File: src/rtl/uart_tx_fifo_drain.sv
// UART transmit serializer draining an 8-bit byte FIFO: pops one byte per frame
// and shifts it out as 8N1 (or 8E1 when PARITY_EN=1), all outputs registered.
module uart_tx_fifo_drain #(
  parameter int unsigned CLKS_PER_BIT = 434,
  parameter bit          PARITY_EN    = 1'b0
) (
  input  logic       clk,
  input  logic       reset,
  input  logic       txEn,
  input  logic [7:0] fifoData,
  input  logic       fifoEmpty,
  output logic       fifoRe,
  output logic       tx,
  output logic       busy
);

  typedef enum logic [2:0] {
    IDLE,
    START,
    DATA,
    PARITY,
    STOP
  } state_t;

  localparam logic [15:0] BAUD_LAST = 16'(CLKS_PER_BIT - 1);

  state_t      r_state;
  logic [15:0] r_baud;
  logic [2:0]  r_bit;
  logic [7:0]  r_shift;
  logic        r_par;
  logic        r_fifo_re;
  logic        r_tx;
  logic        r_busy;

  state_t      w_state;
  logic [15:0] w_baud;
  logic [2:0]  w_bit;
  logic [7:0]  w_shift;
  logic        w_par;
  logic        w_fifo_re;
  logic        w_tx;
  logic        w_busy;
  logic        w_bit_end;

  assign w_bit_end = (r_baud == BAUD_LAST);

  always_ff @(posedge clk or negedge reset) begin
    if (!reset) begin
      r_state   <= IDLE;
      r_baud    <= '0;
      r_bit     <= '0;
      r_shift   <= '0;
      r_par     <= 1'b0;
      r_fifo_re <= 1'b0;
      r_tx      <= 1'b1;
      r_busy    <= 1'b0;
    end else begin
      r_state   <= w_state;
      r_baud    <= w_baud;
      r_bit     <= w_bit;
      r_shift   <= w_shift;
      r_par     <= w_par;
      r_fifo_re <= w_fifo_re;
      r_tx      <= w_tx;
      r_busy    <= w_busy;
    end
  end

  // tx is registered, so each bit boundary loads the value of the bit that follows it.
  always_comb begin
    w_state   = r_state;
    w_baud    = r_baud + 16'd1;
    w_bit     = r_bit;
    w_shift   = r_shift;
    w_par     = r_par;
    w_fifo_re = 1'b0;
    w_tx      = r_tx;
    w_busy    = r_busy;

    case (r_state)
      IDLE: begin
        w_baud = '0;
        w_tx   = 1'b1;
        w_busy = 1'b0;
        if (txEn && !fifoEmpty) begin
          w_state   = START;
          w_shift   = fifoData;
          w_par     = ^fifoData;
          w_fifo_re = 1'b1;
          w_tx      = 1'b0;
          w_busy    = 1'b1;
          w_bit     = '0;
        end
      end

      START: begin
        if (w_bit_end) begin
          w_baud  = '0;
          w_state = DATA;
          w_tx    = r_shift[0];
        end
      end

      DATA: begin
        if (w_bit_end) begin
          w_baud  = '0;
          w_shift = {1'b0, r_shift[7:1]};
          if (r_bit == 3'd7) begin
            w_bit = '0;
            if (PARITY_EN) begin
              w_state = PARITY;
              w_tx    = r_par;
            end else begin
              w_state = STOP;
              w_tx    = 1'b1;
            end
          end else begin
            w_bit = r_bit + 3'd1;
            w_tx  = r_shift[1];
          end
        end
      end

      PARITY: begin
        if (w_bit_end) begin
          w_baud  = '0;
          w_state = STOP;
          w_tx    = 1'b1;
        end
      end

      STOP: begin
        if (w_bit_end) begin
          w_baud  = '0;
          w_state = IDLE;
          w_tx    = 1'b1;
          w_busy  = 1'b0;
        end
      end

      default: begin
        w_state = IDLE;
        w_baud  = '0;
        w_tx    = 1'b1;
        w_busy  = 1'b0;
      end
    endcase
  end

  assign fifoRe = r_fifo_re;
  assign tx     = r_tx;
  assign busy   = r_busy;

endmodule

File: config.mk
export PLATFORM = sky130hd
export DESIGN_NAME = uart_tx_fifo_drain
export DESIGN_NICKNAME = d
export VERILOG_FILES = /design/src/rtl/uart_tx_fifo_drain.sv
export SDC_FILE = /design/constraint.sdc
export NUM_CORES = 1
export LEC_CHECK = 0
export ABC_CLOCK_PERIOD_IN_PS = 2700
export CORE_UTILIZATION = 40
export CTS_CLUSTER_SIZE = 30
export DETAILED_ROUTE_END_ITERATION = 8
export GPL_ROUTABILITY_DRIVEN = 1
export GPL_TIMING_DRIVEN = 1
export HOLD_SLACK_MARGIN = 0.12
export PLACE_DENSITY = 0.63
export SLEW_MARGIN = 20
export SYNTH_ARGS = -nofsm -noshare
export SYNTH_HDL_FRONTEND = slang
export SYNTH_SLANG_ARGS = --single-unit
File: constraint.sdc
create_clock -name clk -period 2.7 [get_ports clk]
set_clock_uncertainty 0.1 [all_clocks]
set_input_delay 0.54 -clock clk [delete_from_list [all_inputs] [get_ports clk]]
set_output_delay 0.54 -clock clk [all_outputs]
set_load 0.01 [all_outputs]
==> impl_metrics.ini <==
[power_and_ir_drop]
cellInternalPower_uw = 750.2
power.static_leakage_uw = 0.0008620
clockPowerShare = 0.431
fin_total_pwr_uw = 942.9
pwr_density_cell_mw_per_mm2 = 488.4
switching_share = 0.2043
power.net_switching_uw = 192.6
worst_ir_drop_vdd_mv = 0.2765
power.share.sequential = 0.532
combinationalPowerShare = 0.037

[timing]
max_slew.worst_pin.slew_ps = 675.2
final_period_minus_worst_setup_slack_ps = 2309
hold_viol_final = 0
fmax_mhz = 433.2
timing_max_transition_violations_final = 0
setup_violations = 0
timing.setup.tns_ps = 0
max-slew-margin-rel = 0.5485
grt_setup_unrepaired = no
final_min_period_over_clock_period = 0.8550

[final_layout]
filler_cell_count = 307
diodes = 0
fin_nets = 187
multi_input_comb_area_sq_um = 748.2
drive_gt1_frac = 0.1221
final-seq-area_sq_um = 827.0
syn2layout_area_growth_pct = 18.51
finalInstanceArea_sq_mm = 0.001931
mostFrequentLayoutCell = sky130_fd_sc_hd__dfrtp_1
mostFrequentLayoutCells = 32 x sky130_fd_sc_hd__dfrtp_1, 26 x sky130_fd_sc_hd__nor2_1, 14 x sky130_fd_sc_hd__xnor2_1, 14 x sky130_fd_sc_hd__clkdlybuf4s50_1

[grt]
use_met3 = 0.05517
wire_length_of_the_first_global_routing_pass_um = 5609
global_route.usage.met2 = 0.2666
antenna_found_initial = 0
grt-busiest-layer = met2
global_route.overflow_total = 0
grtUsageMet1 = 0.2294
pin_count_of_the_biggest_net_entering_global_routing = 21
grt_use_total = 0.1732
first_global_vias = 1241

[floorplan]
initial_core_util = 0.4320
coreArea_sq_mm = 0.003771
dieWidth_um = 65.82
die-height_um = 65.82
floorplan.io_pins = 15
area_of_the_die_sq_mm = 0.004332
num_rows = 22

[critical_path]
worstSetupPathType = flip-flop to flip-flop
crit_path_max_incr_delay_ps = 570
cp-start-kind = flip-flop
path_buf_inv = 0
cp.required_ps = 2770
cp_data_arrival_time_ps = 2380
worst-path-max-fanout = 11
path_delay_family = simple AND/OR/NAND/NOR gates
r2r_setup_slack_ps = 390
timing.critical_path.slowest_stage_cell = sky130_fd_sc_hd__or4_4
critical_path_cell_list = or4_4 -> nor4_4 -> and3_4 -> mux2_2
critical_path_endpoint_category = flip-flop

[synthesis]
synthXorXnorAreaFrac = 0.08065
synth_top_family_by_area = simple AND/OR/NAND/NOR gates
synth_async_sr_flop_share = 1.000
yosys_register_bits = 33
netlist_instances = 153
post_synth.cell_area_avg_sq_um = 10.65
number_of_synthesized_flops_with_an_enable_pin = 0
net_count_after_synthesis = 169
synth_cell_type_count = 34
post_synthesis_compound_gate_area_fraction = 0.07988
synth_seq_area_share = 0.5077
mappedNetlistArea_sq_mm = 0.001629
yosys_warnings = 0
synth-simple-area-share = 0.2343
synth-adder-area-share = 0.03072
dominantRegCellSynth = sky130_fd_sc_hd__dfrtp_1
muxShareOfSynthArea = 0.02995

[clocking]
clock_sink_count = 33
post-cts-setup-buffers = 0
clock_buffer_count_from_cts = 5
cts.reportedPaths.clkPinSlew_ps = 70
ctsLongestPathBuffers = 2
cts_repair_resize_count = 0
h_tree_depth = 2
clk-insertion-delay-late_ps = 280
cts-root-buf = sky130_fd_sc_hd__clkbuf_8
cts_hold_buf = 0
cts_tree = built

[placed_design]
port-buffer-count = 14
dpl_cell_area_sq_mm = 0.001829
dp_hpwl_um = 2137
place_congestion = 0.8022

[drt]
final_wirelength_um = 3087
detail_route.iter0.violations = 80
drt-pass1-iter-count = 4
detail_route.wl_per_cell_um = 14.03
antenna_left = 0
avgViaCountPerCell = 5.236
drt_drc_violations_left = 0
vias = 1152

[min_path]
timing.hold.worst.class = flip-flop to flip-flop

[outcome]
outcome = finished, final reports clean

[flow_run]
timing.max_cap.violations = 0
[layer usage]
metal | up-vias | wire [um]
met5 | - | 0
met2 | 22 | 1427
met1 | 563 | 1512
met4 | 0 | 29
met3 | 4 | 116
li1 | 563 | -
[worst register-to-register path, delay by kind of cell, from the launching register on]
kind	cells	cell delay, ps
flip-flops	1	440
AND/OR/NAND/NOR	3	1320
multiplexers	1	350
[Yosys cell counts, types with 2 or more instances]
cell type | number | area (sq um)
sky130_fd_sc_hd__nor3_1 | 4 | 20.02
sky130_fd_sc_hd__nor2_1 | 26 | 97.59
sky130_fd_sc_hd__buf_4 | 2 | 15.01
sky130_fd_sc_hd__nor2b_1 | 3 | 18.77
sky130_fd_sc_hd__inv_1 | 5 | 18.77
sky130_fd_sc_hd__and2_1 | 7 | 43.79
sky130_fd_sc_hd__clkbuf_1 | 3 | 11.26
sky130_fd_sc_hd__mux2_2 | 2 | 22.52
sky130_fd_sc_hd__nand2_1 | 6 | 22.52
sky130_fd_sc_hd__nand3_1 | 6 | 30.03
sky130_fd_sc_hd__a221o_1 | 7 | 70.07
sky130_fd_sc_hd__dfrtp_1 | 32 | 800.8
sky130_fd_sc_hd__ha_1 | 4 | 50.05
sky130_fd_sc_hd__nor4_1 | 5 | 31.28
sky130_fd_sc_hd__nand2b_1 | 4 | 25.02
sky130_fd_sc_hd__nand4_1 | 4 | 25.02
sky130_fd_sc_hd__xnor2_1 | 14 | 122.6
sky130_fd_sc_hd__o21ai_0 | 3 | 15.01
[sequential cells by signal, indices dropped and copies added, names as in the netlist]
register	count
tx	1
r_state	3
busy	1
r_bit	3
fifoRe	1
r_baud	16
r_shift	8
[power groups by stage]
stage / sequential (uW) / combinational, uW / clock [uW]
6_report: 502 / 34.6 / 407
5_1_grt: 502 / 38.4 / 441
4_1_cts: 502 / 35.7 / 418
3_5_place_dp: 511 / 35.2 / 0
3_3_place_gp: 511 / 34.2 / 0
2_1_floorplan: 510 / 5.70 / 0
[through the flow]
stage / instances / hold WS (ps) / util / worst slack [ps]
2_1_floorplan: 153 / 144.4 / - / 533.9
3_3_place_gp: 212 / 392.7 / 0.4851 / 479.4
3_5_place_dp: 212 / 397.1 / 0.4851 / 408.9
4_1_cts: 220 / 416.6 / 0.5119 / 399.1
5_1_grt: 220 / 426.9 / 0.5119 / 339.6
6_report: 220 / 418.7 / 0.5119 / 391.5
[area by class of cell]
type	count	area share
multi-input cells	109	0.3876
well taps	48	0.03111
clock buffers	7	0.04990
repair buffers	17	0.09073
flip-flops and latches	33	0.4284
clock inverters	1	0.002592
inverters	5	0.009721
[cell families after synthesis]
group,after synthesis
buf+inv,11
fa+ha+maj,4
simple gates,71
mux,4
flops,33
compound gates,15
xor+xnor,15
[path summary, 6_finish.rpt]
path,startpoint,to,cells after the start
min in group asynchronous,reset,r_shift[2]$_DFFE_PN0P_,1
worst min register to register,r_shift[4]$_DFFE_PN0P_,r_shift[3]$_DFFE_PN0P_,1
worst min-delay path,r_shift[4]$_DFFE_PN0P_,r_shift[3]$_DFFE_PN0P_,1
max in group asynchronous,reset,r_baud[10]$_DFF_PN0_,2
worst max-delay path,r_baud[11]$_DFF_PN0_,r_bit[1]$_DFFE_PN0P_,4
worst max register to register,r_baud[11]$_DFF_PN0_,r_bit[1]$_DFFE_PN0P_,4
No activity file was read; power rests on OpenSTA's default activity.
